### src/rtl/bitrev_buffer_ram_if.sv
// Controller bus and host fill/drain stream bundle for bitrev_buffer_ram.
// master = controller/host side, slave = buffer RAM.
interface bitrev_buffer_ram_if #(
    parameter int LANES  = 2,
    parameter int WORD_W = 8,
    parameter int ADDR_W = 4
);
    localparam int W = LANES * WORD_W;

    typedef struct packed {
        logic [ADDR_W-1:0] raddr;
        logic [ADDR_W-1:0] waddr;
        logic              wren;
        logic [W-1:0]      wdata;
    } ram_inputs_t;

    ram_inputs_t  ram_inputs;
    logic [W-1:0] ram_outputs_rdata;
    logic         ctrl_active;
    logic         fill_start;
    logic         drain_start;
    logic         in_valid;
    logic         in_ready;
    logic [W-1:0] in_data;
    logic         out_valid;
    logic         out_ready;
    logic [W-1:0] out_data;
    logic         out_last;
    logic         busy;
    logic         err;

    modport master (
        output ram_inputs, ctrl_active, fill_start, drain_start, in_valid, in_data, out_ready,
        input  ram_outputs_rdata, in_ready, out_valid, out_data, out_last, busy, err
    );

    modport slave (
        input  ram_inputs, ctrl_active, fill_start, drain_start, in_valid, in_data, out_ready,
        output ram_outputs_rdata, in_ready, out_valid, out_data, out_last, busy, err
    );
endinterface

### src/rtl/bitrev_buffer_ram.sv
// Slice buffer RAM: fixed-latency controller read/write port plus host fill/drain streams.
// Define BITREV_RAM_FWD_EN for write-first on same-address controller read/write (default read-first).
module bitrev_buffer_ram #(
    parameter int LANES  = 2,
    parameter int WORD_W = 8,
    parameter int ADDR_W = 4,
    parameter int RD_LAT = 2
) (
    input logic                clk,
    input logic                rstn,
    bitrev_buffer_ram_if.slave bus
);
    localparam int W     = LANES * WORD_W;
    localparam int DEPTH = 2 ** ADDR_W;
    localparam int FD    = RD_LAT + 1;
    localparam int PW    = $clog2(FD);
    localparam int CW    = $clog2(2 * FD + 1) + 1;

    typedef enum logic [1:0] {IDLE, FILL, DRAIN, DRAIN_FLUSH} state_t;

    state_t            state_q;
    logic              in_ready_q, busy_q, err_q;
    logic [ADDR_W-1:0] fcnt_q, dcnt_q;
    logic [W-1:0]      rdata_q;
    logic [W-1:0]      mem_q [DEPTH];

    logic [W-1:0]      fifo_data_q [FD];
    logic [FD-1:0]     fifo_last_q;
    logic [PW-1:0]     wp_q, rp_q;
    logic [CW-1:0]     occ_q, inflight;

    logic              is_idle, fill_hs, issue, pop, head_last;
    logic              mem_we;
    logic [ADDR_W-1:0] mem_waddr, rd_addr;
    logic [W-1:0]      mem_wdata, raw_data, fin_data;
    logic              rd_c, rd_d, rd_last, fin_c, fin_d, fin_last;

    function automatic logic [PW-1:0] ptr_inc(input logic [PW-1:0] p);
        return (p == PW'(FD - 1)) ? '0 : p + 1'b1;
    endfunction

    assign is_idle   = (state_q == IDLE);
    assign fill_hs   = (state_q == FILL) && bus.in_valid && in_ready_q;
    // Throttle issue so every in-flight word has a FIFO slot even if out_ready stays low.
    assign issue     = (state_q == DRAIN) && ((occ_q + inflight) < CW'(FD));
    assign pop       = (occ_q != '0) && bus.out_ready;
    assign head_last = fifo_last_q[rp_q];

    always_comb begin
        mem_we    = 1'b0;
        mem_waddr = bus.ram_inputs.waddr;
        mem_wdata = bus.ram_inputs.wdata;
        if (is_idle) begin
            mem_we = bus.ram_inputs.wren;
        end else if (fill_hs) begin
            mem_we    = 1'b1;
            mem_waddr = fcnt_q;
            mem_wdata = bus.in_data;
        end
    end

    always_ff @(posedge clk) begin
        if (mem_we) mem_q[mem_waddr] <= mem_wdata;
    end

    assign rd_addr = is_idle ? bus.ram_inputs.raddr : dcnt_q;
    assign rd_c    = is_idle;
    assign rd_d    = issue;
    assign rd_last = (dcnt_q == '1);

`ifdef BITREV_RAM_FWD_EN
    assign raw_data = (is_idle && bus.ram_inputs.wren && (bus.ram_inputs.raddr == bus.ram_inputs.waddr))
                      ? bus.ram_inputs.wdata : mem_q[rd_addr];
`else
    assign raw_data = mem_q[rd_addr];
`endif

    generate
        if (RD_LAT == 1) begin : g_lat1
            assign fin_data = raw_data;
            assign fin_c    = rd_c;
            assign fin_d    = rd_d;
            assign fin_last = rd_last;
            assign inflight = '0;
        end else begin : g_pipe
            logic [W-1:0]      data_q [RD_LAT-1];
            logic [RD_LAT-2:0] c_q, d_q, l_q;

            always_ff @(posedge clk or negedge rstn) begin
                if (!rstn) begin
                    c_q <= '0;
                    d_q <= '0;
                    l_q <= '0;
                end else begin
                    c_q[0] <= rd_c;
                    d_q[0] <= rd_d;
                    l_q[0] <= rd_last;
                    for (int k = 1; k < RD_LAT - 1; k++) begin
                        c_q[k] <= c_q[k-1];
                        d_q[k] <= d_q[k-1];
                        l_q[k] <= l_q[k-1];
                    end
                end
            end

            always_ff @(posedge clk) begin
                data_q[0] <= raw_data;
                for (int k = 1; k < RD_LAT - 1; k++) data_q[k] <= data_q[k-1];
            end

            always_comb begin
                inflight = '0;
                for (int k = 0; k < RD_LAT - 1; k++) inflight = inflight + CW'(d_q[k]);
            end

            assign fin_data = data_q[RD_LAT-2];
            assign fin_c    = c_q[RD_LAT-2];
            assign fin_d    = d_q[RD_LAT-2];
            assign fin_last = l_q[RD_LAT-2];
        end
    endgenerate

    always_ff @(posedge clk or negedge rstn) begin
        if (!rstn) rdata_q <= '0;
        else if (fin_c && is_idle) rdata_q <= fin_data;
    end

    always_ff @(posedge clk or negedge rstn) begin
        if (!rstn) begin
            for (int k = 0; k < FD; k++) fifo_data_q[k] <= '0;
            fifo_last_q <= '0;
            wp_q        <= '0;
            rp_q        <= '0;
            occ_q       <= '0;
        end else begin
            if (fin_d) begin
                fifo_data_q[wp_q] <= fin_data;
                fifo_last_q[wp_q] <= fin_last;
                wp_q              <= ptr_inc(wp_q);
            end
            if (pop) rp_q <= ptr_inc(rp_q);
            occ_q <= occ_q + CW'(fin_d) - CW'(pop);
        end
    end

    always_ff @(posedge clk or negedge rstn) begin
        if (!rstn) begin
            state_q    <= IDLE;
            in_ready_q <= 1'b0;
            busy_q     <= 1'b0;
            err_q      <= 1'b0;
            fcnt_q     <= '0;
            dcnt_q     <= '0;
        end else begin
            case (state_q)
                IDLE: begin
                    if ((bus.fill_start || bus.drain_start) && bus.ctrl_active) err_q <= 1'b1;
                    if (bus.fill_start && !bus.ctrl_active) begin
                        state_q    <= FILL;
                        fcnt_q     <= '0;
                        in_ready_q <= 1'b1;
                        busy_q     <= 1'b1;
                    end else if (bus.drain_start && !bus.ctrl_active) begin
                        state_q <= DRAIN;
                        dcnt_q  <= '0;
                        busy_q  <= 1'b1;
                    end
                end
                FILL: begin
                    if (fill_hs) begin
                        fcnt_q <= fcnt_q + 1'b1;
                        if (fcnt_q == '1) begin
                            state_q    <= IDLE;
                            in_ready_q <= 1'b0;
                            busy_q     <= 1'b0;
                        end
                    end
                end
                DRAIN: begin
                    if (issue) begin
                        dcnt_q <= dcnt_q + 1'b1;
                        if (dcnt_q == '1) state_q <= DRAIN_FLUSH;
                    end
                end
                DRAIN_FLUSH: begin
                    if (pop && head_last) begin
                        state_q <= IDLE;
                        busy_q  <= 1'b0;
                    end
                end
                default: state_q <= IDLE;
            endcase
            if (!is_idle && (bus.ram_inputs.wren || bus.ctrl_active || bus.fill_start || bus.drain_start))
                err_q <= 1'b1;
        end
    end

    assign bus.ram_outputs_rdata = rdata_q;
    assign bus.in_ready          = in_ready_q;
    assign bus.out_valid         = (occ_q != '0);
    assign bus.out_data          = fifo_data_q[rp_q];
    assign bus.out_last          = (occ_q != '0) && head_last;
    assign bus.busy              = busy_q;
    assign bus.err               = err_q;
endmodule
### src/flat_wrapper.sv
// flat-port wrapper written by rule: the top's interface ports become plain ports
module bitrev_buffer_ram_flat 
#(
    parameter int LANES  = 2,
    parameter int WORD_W = 8,
    parameter int ADDR_W = 4,
    parameter int RD_LAT = 2
)
  (clk, rstn, bus_ram_inputs, bus_ctrl_active, bus_fill_start, bus_drain_start, bus_in_valid, bus_in_data, bus_out_ready, bus_ram_outputs_rdata, bus_in_ready, bus_out_valid, bus_out_data, bus_out_last, bus_busy, bus_err);
  bitrev_buffer_ram_if #(.LANES(LANES), .WORD_W(WORD_W), .ADDR_W(ADDR_W)) bus_i ();
  input logic clk;
  input logic rstn;
  input wire logic [$bits(bus_i.ram_inputs)-1:0] bus_ram_inputs;
  input wire logic [$bits(bus_i.ctrl_active)-1:0] bus_ctrl_active;
  input wire logic [$bits(bus_i.fill_start)-1:0] bus_fill_start;
  input wire logic [$bits(bus_i.drain_start)-1:0] bus_drain_start;
  input wire logic [$bits(bus_i.in_valid)-1:0] bus_in_valid;
  input wire logic [$bits(bus_i.in_data)-1:0] bus_in_data;
  input wire logic [$bits(bus_i.out_ready)-1:0] bus_out_ready;
  output wire logic [$bits(bus_i.ram_outputs_rdata)-1:0] bus_ram_outputs_rdata;
  output wire logic [$bits(bus_i.in_ready)-1:0] bus_in_ready;
  output wire logic [$bits(bus_i.out_valid)-1:0] bus_out_valid;
  output wire logic [$bits(bus_i.out_data)-1:0] bus_out_data;
  output wire logic [$bits(bus_i.out_last)-1:0] bus_out_last;
  output wire logic [$bits(bus_i.busy)-1:0] bus_busy;
  output wire logic [$bits(bus_i.err)-1:0] bus_err;
  assign bus_i.ram_inputs = bus_ram_inputs;
  assign bus_i.ctrl_active = bus_ctrl_active;
  assign bus_i.fill_start = bus_fill_start;
  assign bus_i.drain_start = bus_drain_start;
  assign bus_i.in_valid = bus_in_valid;
  assign bus_i.in_data = bus_in_data;
  assign bus_i.out_ready = bus_out_ready;
  assign bus_ram_outputs_rdata = bus_i.ram_outputs_rdata;
  assign bus_in_ready = bus_i.in_ready;
  assign bus_out_valid = bus_i.out_valid;
  assign bus_out_data = bus_i.out_data;
  assign bus_out_last = bus_i.out_last;
  assign bus_busy = bus_i.busy;
  assign bus_err = bus_i.err;
  bitrev_buffer_ram #(.LANES(LANES), .WORD_W(WORD_W), .ADDR_W(ADDR_W), .RD_LAT(RD_LAT)) u_core (.clk(clk), .rstn(rstn), .bus(bus_i));
endmodule
### config.mk
export PLATFORM = sky130hd
export DESIGN_NAME = bitrev_buffer_ram_flat
export DESIGN_NICKNAME = d
export VERILOG_FILES = /design/src/rtl/bitrev_buffer_ram_if.sv /design/src/rtl/bitrev_buffer_ram.sv /design/src/flat_wrapper.sv
export SDC_FILE = /design/constraint.sdc
export NUM_CORES = 1
export LEC_CHECK = 0
export CORE_ASPECT_RATIO = 0.5
export CORE_MARGIN = 2
export CORE_UTILIZATION = 50
export DETAILED_ROUTE_END_ITERATION = 10
export PLACE_DENSITY = 0.65
export SLEW_MARGIN = 20
export SYNTH_ARGS = -nofsm -noshare
export SYNTH_HDL_FRONTEND = slang
export SYNTH_SLANG_ARGS = --single-unit
### constraint.sdc
create_clock -name clk -period 3.2 [get_ports clk]
set_clock_uncertainty 0.15 [all_clocks]
set_input_delay 0.64 -clock clk [delete_from_list [all_inputs] [get_ports clk]]
set_output_delay 0.64 -clock clk [all_outputs]
set_load 0.01 [all_outputs]
Yosys cells after proc, flatten, opt, wreduce, memory -nomap -nowiden
Memories as Yosys holds them, arrays and structs flattened.
Cells that the tools add are included.
- bits in registers: 91
- memory bits (writable): 272
- input port bits: 48
- output and inout port bits: 37
- logic and storage cells: 130
- memories kept: 2
- $add $sub $neg: 6
- magnitude comparators: 7
- eq/ne operators: 16
- multiplexer cells: 48
- bitwise logic cells: 2
- reduce and logical (&&, ||, !) cells: 32
- memories (memory ; depth ; width ; rd ports ; clocked after memory_dff ; wr ports ; RTL line ; text):
    u_core.mem_q ; 16 ; 16 ; 1 ; 0 ; 1 ; bitrev_buffer_ram.sv:25 ; logic [W-1:0] mem_q [DEPTH];
    u_core.g_pipe.data_q ; 1 ; 16 ; 1 ; 0 ; 1 ; bitrev_buffer_ram.sv:86 ; logic [W-1:0] data_q [RD_LAT-1];
- operators with widths (cell ; number):
    $mux W16 ; 5
    $bwmux W48 ; 1
    $bmux W16 S2 ; 1
    $demux W16 S2 ; 1
    $mux W4 ; 8
    $mux W2 ; 9
    $pmux W4 S2 ; 2
    $mux W1 ; 15
    $logic_and A1 B1 Y1 ; 13
    $add A4 B1 Y4 const B ; 2
    $eq A2 B2 Y1 const B ; 4
    $eq A4 B4 Y1 const B ; 2
    $ne A2 B1 Y1 const B ; 4
    $ne A2 B2 Y1 const B ; 4
    $pmux W2 S4 ; 1
    $reduce_and A4 Y1 ; 2
    $reduce_bool A2 Y1 ; 4
    $ge A3 B3 Y1 const B ; 2
    $lt A2 B3 Y1 const B ; 2
    $not A2 Y3 ; 2
    $reduce_and A6 Y1 ; 1
    $reduce_and A5 Y1 ; 1
    $add A2 B1 Y2 const B ; 2
    $add A4 B1 Y4 ; 1
    other kinds (18) ; 22

Logic depth before layout (Yosys ltp)
- depth after elaboration: 7
- mapped depth: 9
- mapped depth without buffers: 7

Worst setup path before layout
Ideal clock, no wire load.
- path kind: reg-to-reg
- start: register u_core.state_q[0]
- end: memory u_core.mem_q[12][0] (netlist bit), enable pin
- setup time: 0.388 ns
- arrival time: 2.302 ns
- required time: 2.662 ns
- setup slack: 0.359 ns
- stages on the path, launching flop included: 8
- buffers on the path: 2
- period minus slack after synthesis: 2.841 ns
- cells stage by stage: dfrtp_1 clkbuf_1 nand2b_1 or2_1 clkbuf_1 o22ai_1 nand2_1 nor2_1
- word-level cells in the longest chain between the ends: 7
- elaborated cells between the ends (all ways): 10
- those cells by class: eq/ne: 1; mux: 6; reduce/logical: 3
- RTL lines (what ; RTL line ; text):
    from (decl) ; bitrev_buffer_ram.sv:21 ; state_t state_q;
    from (signal assigned) ; bitrev_buffer_ram.sv:148 ; state_q <= IDLE;
    from (signal assigned) ; bitrev_buffer_ram.sv:159 ; state_q <= FILL;
    from (signal assigned) ; bitrev_buffer_ram.sv:164 ; state_q <= DRAIN;
    $eq A2 B1 Y1 ; bitrev_buffer_ram.sv:43 ; assign fill_hs = (state_q == FILL) && bus.in_valid && in_ready_q;
    $logic_and A1 B1 Y1 (2 in a row) ; bitrev_buffer_ram.sv:43 ;
    $mux W1 ; bitrev_buffer_ram.sv:55 ; end else if (fill_hs) begin
    $mux W1 ; bitrev_buffer_ram.sv:53 ; if (is_idle) begin
    $mux W1 ; bitrev_buffer_ram.sv:63 ; if (mem_we) mem_q[mem_waddr] <= mem_wdata;
    $mux W1 (implied by the code) ; bitrev_buffer_ram.sv:63 ;
    to (decl) ; bitrev_buffer_ram.sv:25 ;
Several ways; a longest one is shown, not always the timed one.

Worst setup path in the final report
- start: register u_core.rp_q[1]
- end: output bus_out_data[7]
- word-level cells in the longest chain between the ends: 4
- RTL lines (what ; RTL line ; text):
    from (decl) ; bitrev_buffer_ram.sv:29 ; logic [PW-1:0] wp_q, rp_q;
    from (signal assigned) ; bitrev_buffer_ram.sv:141 ; if (pop) rp_q <= ptr_inc(rp_q);
    $not A2 Y3 (implied by the code) ; bitrev_buffer_ram.sv:201 ; assign bus.out_data = fifo_data_q[rp_q];
    $bmux W16 S2 ; bitrev_buffer_ram.sv:201 ;
    $mux W16 (implied by the code) (2 in a row) ; bitrev_buffer_ram.sv:201 ;
    to (decl) ; flat_wrapper.sv:23 ; output wire logic [$bits(bus_i.out_data)-1:0] bus_out_data;
No other way between the ends. The select of a mux whose other input is x is not followed.

==> impl_metrics.yaml <==
run_status:
  outcome: "complete, no violations"
setup_path:
  cp.required_ns: 2.41
  start_point_of_the_critical_path: "u_core.rp_q[1]"
  worst_path_class_setup: "flop to output pin"
  arrival_ns: 2.23
  critical_path.endpoint_type: "output pin"
  setup.worst_path.start_class: "flop"
  critical_path_peak_fanout: 18
  worstReg2RegStart: "u_core.state_q[1]"
global_route:
  number_of_global_route_vias_before_repair: 9577
  global_route_wire_length_before_repair_mm: 56.3
  initial_antenna_violation_count: 3
  grt_max_degree: 59
  overflow: 0
  global_route.usage.total: 0.234
timing:
  tightest_slew_ns: 0.841
  final_hold_viol_count: 0
  max_freq_mhz: 331
  maxSlewHeadroom: 0.440
  slew_viol_final: 0
  final_period_minus_worst_setup_slack_ns: 3.02
  post-route-worst-setup-slack_ns: 0.179
  setup-tns-final_ns: 0
  layout_worst_path_cycle_share: 0.944
  timing.final.setup_violations: 0
  unrepaired_setup_endpoints_after_global_routing: "no"
cells_and_area:
  syn2layout_area_growth_pct: 18.7
  num_antenna_cells: 0
  final-instance-count-excl-fill: 1607
  post_route_cells_drive_above_1_share: 0.146
  nets_finish: 1237
synth:
  share_of_the_synthesized_area_in_the_top_cell_type: 0.501
  number_of_enable_flip_flop_cells_after_synthesis: 256
  netlist_top_cells_area: "sky130_fd_sc_hd__edfxtp_1 50%, sky130_fd_sc_hd__dfrtp_1 15%, sky130_fd_sc_hd__mux2i_1 11%, sky130_fd_sc_hd__mux2_2 4.0%, sky130_fd_sc_hd__nand2_1 2.2%"
  synthesis.yosys.warnings: 0
  netlist.top_cell.by_area: "sky130_fd_sc_hd__edfxtp_1"
  synthTopCellsByCount: "256 x sky130_fd_sc_hd__edfxtp_1, 161 x sky130_fd_sc_hd__mux2i_1, 91 x sky130_fd_sc_hd__dfrtp_1"
  synth-seq-area-share: 0.671
  synth_fp_nets: 1124
  yosys.cell_count.top_type: "sky130_fd_sc_hd__edfxtp_1"
  synth.ff_latch_count: 363
  synth_cell_type_count: 51
  synthesis.area_um2: 15300
  avgSynthCellArea_um2: 14.3
  postSynth.topFlopCell: "sky130_fd_sc_hd__edfxtp_1"
  syn-instance-count: 1070
  synth-async-reset-ratio: 0.251
power:
  cellPowerDensity_nw_per_um2: 890
  cellLeakagePower_nw: 7.11
  worst_ir_drop_vdd_mv: 0.557
floorplanning:
  die_w_um: 252
  num_rows: 45
  initial_utilization: 0.507
  io_pins: 85
  dieArea_um2: 32200
  core_region_area_um2: 30200
  die_h_um: 128
clock_tree:
  cts-hold-fix-buffers: 0
  clockRootBuffer: "sky130_fd_sc_hd__clkbuf_16"
  clock_latency_ns: 0.53
  cts.sink_count: 363
  tritoncts: "built"
  cts_inserted_buffers: 34
  clk_pin_slew_ns: 0.06
  cts_repair_resize_count: 0
  max-clock-path-buffers: 3
  cts-htree-levels: 2
  post-cts-setup-buffer-count: 0
drt:
  drt_first_pass_iters: 5
  wire_per_inst_um: 23.2
  final_antenna_net_count: 0
  drc_errors: 0
  wl_mm: 37.3
  vias_per_cell: 5.90
  initialDrtViolationCount: 799
  routed-via-count: 9474
placement:
  place.gp.congestion: 0.841
  post_dp_hpwl_mm: 24.7
  place_ws_ns: -0.0131
  place.port_buffers: 84
  placed_instances: 1546
min_path:
  min_path_type: "primary input to async pin"
flow_run:
  max_cap_viol_count: 0
## per-layer routing
metal	routed length (µm)	track usage	vias up
met5	0	0	-
met4	970	0.0749	0
met3	2310	0.0394	64
met2	17700	0.386	307
met1	16400	0.320	4809
li1	-	-	4294
## report_power, final
| part | total (mW) | internal, mW | switching (mW) |
|---|---|---|---|
| Clock | 4.16 | 2.42 | 1.74 |
| Sequential | 6.54 | 5.94 | 0.600 |
| Combinational | 5.49 | 2.43 | 3.06 |
## stage by stage
stage | area, µm² | power [mW] | hold WS, ns | utilization
after CTS | 18200 | 16.2 | 0.0698 | 0.601
after global routing | 18200 | 16.9 | 0.107 | 0.602
after global placement | 17000 | 12.0 | 0.300 | 0.564
after detailed placement | 17000 | 12.1 | 0.307 | 0.564
final | 18200 | 16.2 | 0.0613 | 0.602
after floorplan | 15300 | 9.94 | 0.194 | -
## sequential cells by signal (all words and copies together) (netlist names), 2 cells and up
name,cells
u_core.fcnt_q,4
u_core.mem_q,256
u_core.dcnt_q,4
u_core.g_pipe.data_q,16
u_core.rp_q,2
u_core.fifo_last_q,3
u_core.state_q,2
u_core.wp_q,2
u_core.occ_q,4
u_core.fifo_data_q,48
u_core.bus.ram_outputs_rdata,16
## worst max-delay path, cell delays in order, from the launching register on
cell                              delay (ns)
sky130_fd_sc_hd__dfrtp_1                0.38
sky130_fd_sc_hd__buf_4                  0.33
sky130_fd_sc_hd__mux2i_1                0.11
sky130_fd_sc_hd__o21ai_0                0.28
sky130_fd_sc_hd__clkdlybuf4s50_1        0.60
## path summary, 6_finish.rpt
path	to	slack, ns	cells after the start
worst min register to register	u_core.bus.err	0.31	1
worst max-delay path	bus_out_data[7]	0.18	4
min in group clk	u_core.bus.err	0.31	1
max in group asynchronous	u_core.fifo_data_q[45]	2.19	2
worst max register to register	u_core.mem_q[1][12]	0.43	8
worst min-delay path	u_core.bus.err	0.06	1
## logic make-up after synthesis
logic type	Yosys count	share of synthesized area
flip-flops	363	0.671
AND/OR/NAND/NOR	250	0.0783
multiplexers	232	0.157
AO/OA/AOI/OAI	137	0.0618
buffers and inverters	76	0.0235
XOR/XNOR	6	0.00343
adder cells (fa/ha/maj)	6	0.00490
## final cells by class
cell class	instances	area, µm²
timing repair buffer	139	1510
sequential	363	10300
multi-input combinational	631	4710
tap	399	499
clock inverter	23	254
clock buffer	38	887
inverter	14	52.6
fill	2309	12000
## placed cells by master, fill, tap and decap left out, drive strengths merged, types with 4 or more instances in the layout
| cell | instances |
|---|---|
| clkinv | 13 |
| a31oi | 9 |
| mux2i | 161 |
| o21ai | 26 |
| or3 | 16 |
| nor2 | 55 |
| edfxtp | 256 |
| a211oi | 32 |
| mux2 | 71 |
| ha | 6 |
| nor3 | 6 |
| a21oi | 8 |
| o22ai | 32 |
| xnor2 | 4 |
| nand2 | 90 |
| and3 | 34 |
| bufinv | 5 |
| inv | 16 |
| nor4 | 18 |
| o32ai | 17 |
| clkdlybuf4s50 | 82 |
| dfrtp | 91 |
| or2 | 5 |
| buf | 57 |
| clkbuf | 38 |
| dfxtp | 16 |
| nand3 | 8 |
(Power assumes the default switching activity.)
